==> config.mk <==
export PLATFORM = sky130hd
export DESIGN_NAME = mc_cpu
export DESIGN_NICKNAME = d
export VERILOG_FILES = /design/src/rtl/mc_cpu.sv
export SDC_FILE = /design/constraint.sdc
export NUM_CORES = 2
export LEC_CHECK = 0
export CAP_MARGIN = 20
export CORE_MARGIN = 2
export CORE_UTILIZATION = 45
export CTS_CLUSTER_DIAMETER = 40
export DETAILED_ROUTE_END_ITERATION = 8
export GPL_ROUTABILITY_DRIVEN = 0
export SYNTH_ARGS = -nofsm -noshare
export SYNTH_HDL_FRONTEND = slang
export SYNTH_SLANG_ARGS = --single-unit
==> constraint.sdc <==
create_clock -name clk -period 4.59 [get_ports clk]
set_input_delay 0.6885 -clock clk [delete_from_list [all_inputs] [get_ports clk]]
set_output_delay 0.6885 -clock clk [all_outputs]
set_load 0.05 [all_outputs]
==> src/rtl/mc_cpu.sv <==
// Multi-cycle MIPS-subset core: FETCH/DECODE/EXEC/MEM/WB over one shared req/ack memory port.
// Illegal encodings or HALT_WORD park the core in HALT until reset.
module mc_cpu #(
  parameter logic [31:0] RESET_PC  = 32'h0000_0000,
  parameter logic [31:0] HALT_WORD = 32'hFFFF_FFFF
) (
  input  logic        clk,
  input  logic        reset,
  output logic        mem_req,
  output logic        mem_we,
  output logic [31:0] mem_addr,
  output logic [31:0] mem_wdata,
  input  logic [31:0] mem_rdata,
  input  logic        mem_ack,
  output logic        halted,
  output logic [31:0] debug_wb_pc,
  output logic        debug_wb_rf_wen,
  output logic [4:0]  debug_wb_rf_addr,
  output logic [31:0] debug_wb_rf_wdata
);
  typedef enum logic [2:0] {
    S_IDLE, S_FETCH, S_DECODE, S_EXEC, S_MEM, S_WB, S_HALT
  } state_t;

  state_t      state, state_nxt;
  logic [31:0] pc, ir, a, b, alu_out, mdr;
  logic [31:0] rf [32];

  logic [5:0]  opcode, funct;
  logic [4:0]  rs, rt, rd, sa, dest;
  logic [31:0] imm_s, imm_z, alu_res, wb_data;
  logic        is_rtype, is_lw, is_sw, is_branch, is_jump, br_taken, wb_wen;

  assign opcode    = ir[31:26];
  assign rs        = ir[25:21];
  assign rt        = ir[20:16];
  assign rd        = ir[15:11];
  assign sa        = ir[10:6];
  assign funct     = ir[5:0];
  assign imm_s     = {{16{ir[15]}}, ir[15:0]};
  assign imm_z     = {16'h0000, ir[15:0]};
  assign is_rtype  = (opcode == 6'h00);
  assign is_lw     = (opcode == 6'h23);
  assign is_sw     = (opcode == 6'h2B);
  assign is_branch = (opcode == 6'h04) || (opcode == 6'h05);
  assign is_jump   = (opcode == 6'h02);
  assign br_taken  = (opcode == 6'h04) ? (a == b) : (a != b);
  assign dest      = is_rtype ? rd : rt;
  assign wb_data   = is_lw ? mdr : alu_out;
  assign wb_wen    = (state == S_WB) && (dest != 5'd0);

  // Legality is judged on the word arriving from memory so FETCH can branch straight to HALT.
  function automatic logic legal(input logic [31:0] w);
    logic ok;
    ok = 1'b0;
    if (w != HALT_WORD) begin
      case (w[31:26])
        6'h00: begin
          case (w[5:0])
            6'h21, 6'h23, 6'h24, 6'h25, 6'h26, 6'h2A, 6'h00, 6'h02: ok = 1'b1;
            default: ok = 1'b0;
          endcase
        end
        6'h09, 6'h0C, 6'h0D, 6'h0F, 6'h23, 6'h2B, 6'h04, 6'h05, 6'h02: ok = 1'b1;
        default: ok = 1'b0;
      endcase
    end
    return ok;
  endfunction

  always_comb begin
    alu_res = a + imm_s;
    if (is_rtype) begin
      case (funct)
        6'h21:   alu_res = a + b;
        6'h23:   alu_res = a - b;
        6'h24:   alu_res = a & b;
        6'h25:   alu_res = a | b;
        6'h26:   alu_res = a ^ b;
        6'h2A:   alu_res = {31'd0, $signed(a) < $signed(b)};
        6'h00:   alu_res = b << sa;
        6'h02:   alu_res = b >> sa;
        default: alu_res = a + b;
      endcase
    end else begin
      case (opcode)
        6'h0C:   alu_res = a & imm_z;
        6'h0D:   alu_res = a | imm_z;
        6'h0F:   alu_res = {ir[15:0], 16'h0000};
        default: alu_res = a + imm_s;
      endcase
    end
  end

  always_ff @(posedge clk or negedge reset) begin
    if (!reset) state <= S_IDLE;
    else        state <= state_nxt;
  end

  always_comb begin
    state_nxt = state;
    case (state)
      S_IDLE:   state_nxt = S_FETCH;
      S_FETCH:  if (mem_ack) state_nxt = legal(mem_rdata) ? S_DECODE : S_HALT;
      S_DECODE: state_nxt = S_EXEC;
      S_EXEC: begin
        if (is_lw || is_sw)          state_nxt = S_MEM;
        else if (is_branch || is_jump) state_nxt = S_FETCH;
        else                         state_nxt = S_WB;
      end
      S_MEM:    if (mem_ack) state_nxt = is_lw ? S_WB : S_FETCH;
      S_WB:     state_nxt = S_FETCH;
      S_HALT:   state_nxt = S_HALT;
      default:  state_nxt = S_HALT;
    endcase
  end

  // Bus outputs depend only on registered state, never on mem_ack.
  always_comb begin
    mem_req   = (state == S_FETCH) || (state == S_MEM);
    mem_we    = (state == S_MEM) && is_sw;
    mem_addr  = (state == S_MEM) ? {alu_out[31:2], 2'b00} : {pc[31:2], 2'b00};
    mem_wdata = ((state == S_MEM) && is_sw) ? b : 32'd0;
  end

  always_ff @(posedge clk or negedge reset) begin
    if (!reset) begin
      pc      <= RESET_PC;
      ir      <= '0;
      a       <= '0;
      b       <= '0;
      alu_out <= '0;
      mdr     <= '0;
      for (int i = 0; i < 32; i++) rf[i] <= '0;
    end else begin
      case (state)
        S_FETCH: begin
          if (mem_ack) begin
            ir <= mem_rdata;
            pc <= pc + 32'd4;
          end
        end
        S_DECODE: begin
          a <= rf[rs];
          b <= rf[rt];
        end
        S_EXEC: begin
          alu_out <= alu_res;
          if (is_branch && br_taken) pc <= pc + {imm_s[29:0], 2'b00};
          if (is_jump)               pc <= {pc[31:28], ir[25:0], 2'b00};
        end
        S_MEM: if (mem_ack && is_lw) mdr <= mem_rdata;
        S_WB:  if (dest != 5'd0) rf[dest] <= wb_data;
        default: ;
      endcase
    end
  end

  assign halted            = (state == S_HALT);
  assign debug_wb_rf_wen   = wb_wen;
  assign debug_wb_pc       = wb_wen ? pc - 32'd4 : 32'd0;
  assign debug_wb_rf_addr  = wb_wen ? dest : 5'd0;
  assign debug_wb_rf_wdata = wb_wen ? wb_data : 32'd0;
endmodule

=== After elaboration in Yosys (flattened, before gate mapping) ===
Index checks and enable logic that the tools add are counted.

* Bits in registers: 1219
* Input port bits: 35
* Output and inout port bits: 137
* Logic and storage cells: 166

* Add/subtract/negate cells: 6
* Magnitude comparators: 5
* Equal/unequal tests: 44
* Shifts and indexed selects: 2
* Mux-type cells: 36
* Bitwise operators: 8
* Reduce and logical (&&, ||, !) cells: 25

{| class="wikitable"
|+ Operator list
! kind !! number
|-
| 1024-bit bitwise mux || 1
|-
| 32-bit two-way mux || 14
|-
| 32-bit binary-select mux with 5-bit select || 2
|-
| 32-bit case mux with 7 select lines || 1
|-
| 32-bit demux with 5-bit select || 1
|-
| 32-bit adder || 3
|-
| 32-bit case mux with 3 select lines || 1
|-
| 6-bit equality test (second input constant) || 15
|-
| 32-bit case mux with 2 select lines || 1
|-
| 6-bit by 4-bit equality test with 1-bit output (second input constant) || 7
|-
| 32-bit by 3-bit adder with 32-bit output (second input constant) || 1
|-
| 32-bit by 16-bit bitwise AND with 32-bit output || 1
|-
| 32-bit bitwise AND || 1
|-
| 32-bit equality test || 1
|-
| 32-bit < comparator || 1
|-
| 32-bit inequality test || 1
|-
| 32-bit inequality test (second input constant) || 1
|-
| 32-bit by 16-bit OR with 32-bit output || 1
|-
| 32-bit OR || 1
|-
| 32-bit by 5-bit << shifter with 32-bit output || 1
|-
| 32-bit by 5-bit right shift with 32-bit output || 1
|-
| 32-bit by 3-bit subtractor with 32-bit output (second input constant) || 1
|-
| 32-bit subtractor || 1
|-
| 32-bit bitwise XOR || 1
|-
| 27 further kinds || 66
|}

=== Depth between registers and ports, before layout ===
* Word-level depth: 10
* Gate-level depth with buffers: 15
* Gate-level depth less buffers: 14

=== Worst setup path after synthesis ===
OpenSTA, ideal clock, no wires.

* Kind: register -> output
* Start: register pc[6]
* End: output port debug_wb_pc[26]
* Arrival: 3.083 ns
* Required time: 3.902 ns
* Setup slack: 0.819 ns
* Stages on the path, launching flop included: 10
* Buffers on the path: 1
* Cell sequence: dfrtp_1 clkbuf_1 nor4_1 nand2_1 nor4_1 nand2_1 nor3_1 nand2_1 or3_1 a21oi_1

* Cells in the longest elaborated chain, start to end: 2

{| class="wikitable"
|+ Ends and longest elaborated chain
! item !! RTL line !! RTL
|-
| start: declaration || 26 || <nowiki>logic [31:0] pc, ir, a, b, alu_out, mdr;</nowiki>
|-
| start signal: assignment || 140 || <nowiki>pc <= pc + 32'd4;</nowiki>
|-
| start signal: assignment || 149 || <nowiki>if (is_branch && br_taken) pc <= pc + {imm_s[29:0], 2'b00};</nowiki>
|-
| start signal: assignment || 150 || <nowiki>if (is_jump) pc <= {pc[31:28], ir[25:0], 2'b00};</nowiki>
|-
| 32-bit by 3-bit subtractor with 32-bit output || 161 || <nowiki>assign debug_wb_pc = wb_wen ? pc - 32'd4 : 32'd0;</nowiki>
|-
| 32-bit two-way mux || 161 ||
|-
| end: declaration || 16 || <nowiki>output logic [31:0] debug_wb_pc,</nowiki>
|}

No other way between the ends.

=== Worst setup path after layout ===
* Start: register state[0]
* End: output port mem_addr[27]

* Cells in the longest elaborated chain, start to end: 2

{| class="wikitable"
|+ Ends and longest elaborated chain
! item !! RTL line !! RTL
|-
| start: declaration || 25 || <nowiki>state_t state, state_nxt;</nowiki>
|-
| start signal: assignment || 97 || <nowiki>else state <= state_nxt;</nowiki>
|-
| 3-bit equality test || 122 || <nowiki>mem_addr = (state == S_MEM) ? {alu_out[31:2], 2'b00} : {pc[31:2], 2'b00};</nowiki>
|-
| 32-bit two-way mux || 122 ||
|-
| end: declaration || 11 || <nowiki>output logic [31:0] mem_addr,</nowiki>
|}

No other way between the ends.

==> flow_summary.toml <==
[floorplanning]
fp-row-count = 148
die_h_um = 409.3
num_io_pins = 172
die_area_um2 = 167500
core_area_um2 = 163000
fp.dieW_um = 409.3
initial_core_util = 0.4537

[timing]
timing.hold.ws_ps = 392.1
min_period_ps = 4503
clock_skew_ps = 47.93
worst_pin_slew_ps = 1212
slew_headroom = 0.1911
hold_viol_final = 0
rsz0062_at_grt = "yes"
fin_setup_tns_ps = 0
setup_slack_ps = 87.01
finalSetupViolCount = 0
fin_crit_sh = 0.9810
timing.fmax_ghz = 0.2221
drv_slew = 0

[final_layout]
seqCellArea_um2 = 30500
fin_util = 0.5289
drive_gt1_frac = 0.2215
layout_common_cells = "1201 x dfrtp_1, 1152 x nand2_1, 1128 x o21ai_0"
syn_to_final_growth_pct = 16.58
nets = 7334
mostFrequentLayoutCell = "dfrtp_1"
fillers = 14220
final_cells = 9467
multi_input_area_um2 = 40870

[power]
leakagePower_nw = 36.57
p_per_area_nw_per_um2 = 829.8
max-vdd-ir-drop_uv = 581.8

[worst_setup_path]
rrSetupSlack_ps = 130
cp_slowest_cell = "nor2_2"
critical_path.top_delay_family = "simple AND/OR/NAND/NOR gates"
worstSetupPathType = "reg -> out"
cp-end-kind = "output pin"
required_ps = 3900
arrival_ps = 3810
critical-path-max-stage-delay_ps = 1000
worst_setup_path_start_kind = "flop"
path_cells = "nand2b_1 -> nor2_2 -> o21ai_0 -> clkdlybuf4s50_1"
crit_buf_inv = 1
cp_max_fo = 19

[synthesis]
synth_top_cell_by_area = "dfrtp_1"
yosys-top-cells-area = "dfrtp_1 41%, mux4_2 21%, o21ai_0 7.6%, nand2_1 5.9%, ha_1 2.9%"
synthMuxAreaShare = 0.2408
ys_seq_area_frac = 0.4120
synth-simple-area-share = 0.1127
ys_warn_count = 0
synth_edf_count = 0
synth_flop_cell = "dfrtp_1"
synth_top_family_by_area = "multiplexers"
yosys.area_share.adder = 0.03053
synth-xor-area-share = 0.01031
synth_top_area_frac = 0.4120
ys_types = 87
ys_async_sr_fraction = 1.000
syn_avg_cell_area_um2 = 10.32
synth_compound_area_frac = 0.1490
ys_ff_latch = 1217
syn_inst = 7163
syn_area_um2 = 73930

[clock_tree]
clock-sinks = 1217
cts_tree = "yes"
clk_path_buf_depth = 3
clk_pin_slew_worst_paths_ps = 50
clk_latency_ps = 860
cts-root-buf = "clkbuf_16"
htree_levels = 4
cts_buffers = 192

[grt]
grt_pass1_wl_mm = 417.8
grt_max_degree = 120
grt_pass1_vias = 59730
grtUsageTotal = 0.3382
grt.overflow.total = 0
antenna_found_initial = 11

[place]
post-place-ws_ps = 217.7
dp_hpwl_mm = 187.7
io_buffers = 167
place_inst = 9096

[routing]
antenna_left = 0
totalWireLength_mm = 284.0
vias = 61440
wl_per_cell_um = 30.00
drtIter0Drc = 7688
firstDrtPassIters = 9
drc = 0
via_per_inst = 6.490

[job]
drv_cap = 0

[hold_path]
hold_class = "reg -> reg"

[status]
status = "finished clean"
routing by layer:
| layer | global-route usage | share of wire |
|---|---|---|
| met3 | 0.08905 | 0.11 |
| met1 | 0.4491 | 0.38 |
| met4 | 0.2026 | 0.072 |
| met2 | 0.4987 | 0.44 |
| met5 | 0 | 0.00027 |
layout make-up:
cell class,count,share of cell area
Clock buffer,236,0.06095
Sequential cell,1217,0.3539
Antenna cell,6,0.0001742
Inverter,137,0.005967
Multi-Input combinational cell,5123,0.4742
Clock inverter,123,0.01835
Tap cell,2175,0.03158
Timing Repair Buffer,450,0.05485
report_power, final:
group	switching [mW]	internal, mW	leakage, nW
Clock	5.87	9.43	3.30
Combinational	22.7	15.0	17.0
Sequential	4.48	14.1	16.3
Yosys cell counts, types with 12 or more instances:
master    instances
dfrtp_1        1217
nand2_1        1168
o21ai_0        1128
mux4_2          684
nor2_1          469
clkbuf_1        453
a21oi_1         382
ha_1            174
mux2i_1         154
buf_2           141
inv_1           133
buf_1            91
mux2_2           74
nor3_1           66
nand3_1          62
xnor2_1          55
and2_1           43
a211oi_1         42
a221oi_1         40
a21o_1           38
xor2_1           32
a31oi_1          29
nor2b_1          27
o211ai_1         27
o31ai_1          26
and3_1           24
o22ai_1          23
or3_1            23
nand2b_1         22
nor4_1           21
a22oi_1          16
nand4_1          16
o21a_1           16
o21bai_1         15
a221o_1          14
o221ai_1         13
nand2_2          12
worst paths after layout:
path                       startpoint           end  depth (start not counted)
setup / recovery             state[0]  mem_addr[27]                          4
hold / removal               rf[1007]      rf[1007]                          0
setup reg to reg                 a[6]   alu_out[23]                         12
hold reg to reg              rf[1007]      rf[1007]                          0
min in group asynchronous       reset       rf[497]                          2
max in group asynchronous       reset        ir[23]                          3
stage by stage:
step	area, µm²	total power, mW
after floorplan	73940	41.50
after global routing	86170	74.64
after CTS	86110	70.47
final	86180	71.52
after global placement	79210	54.40
after detailed placement	79210	55.00
cell families after synthesis:
family          Yosys count
buf+inv                 827
simple gates           2001
fa+ha+maj               178
flops                  1217
other cells               1
mux                     913
compound gates         1939
xor+xnor                 87
registers in the layout, indices dropped and copies added (netlist names):
name	count
b	32
ir	32
alu_out	32
pc	30
state	3
mdr	32
rf	1024
a	32
repair_timing:
item,in CTS,in global routing
buffers inserted,4,0
hold buffers,1,0
gates cloned,0,1
gates resized for setup,6,11
endpoints found under the setup margin,30,14
pin swaps,0,1
hold endpoints to repair,96,0
Power figures use the tool's default switching activity.
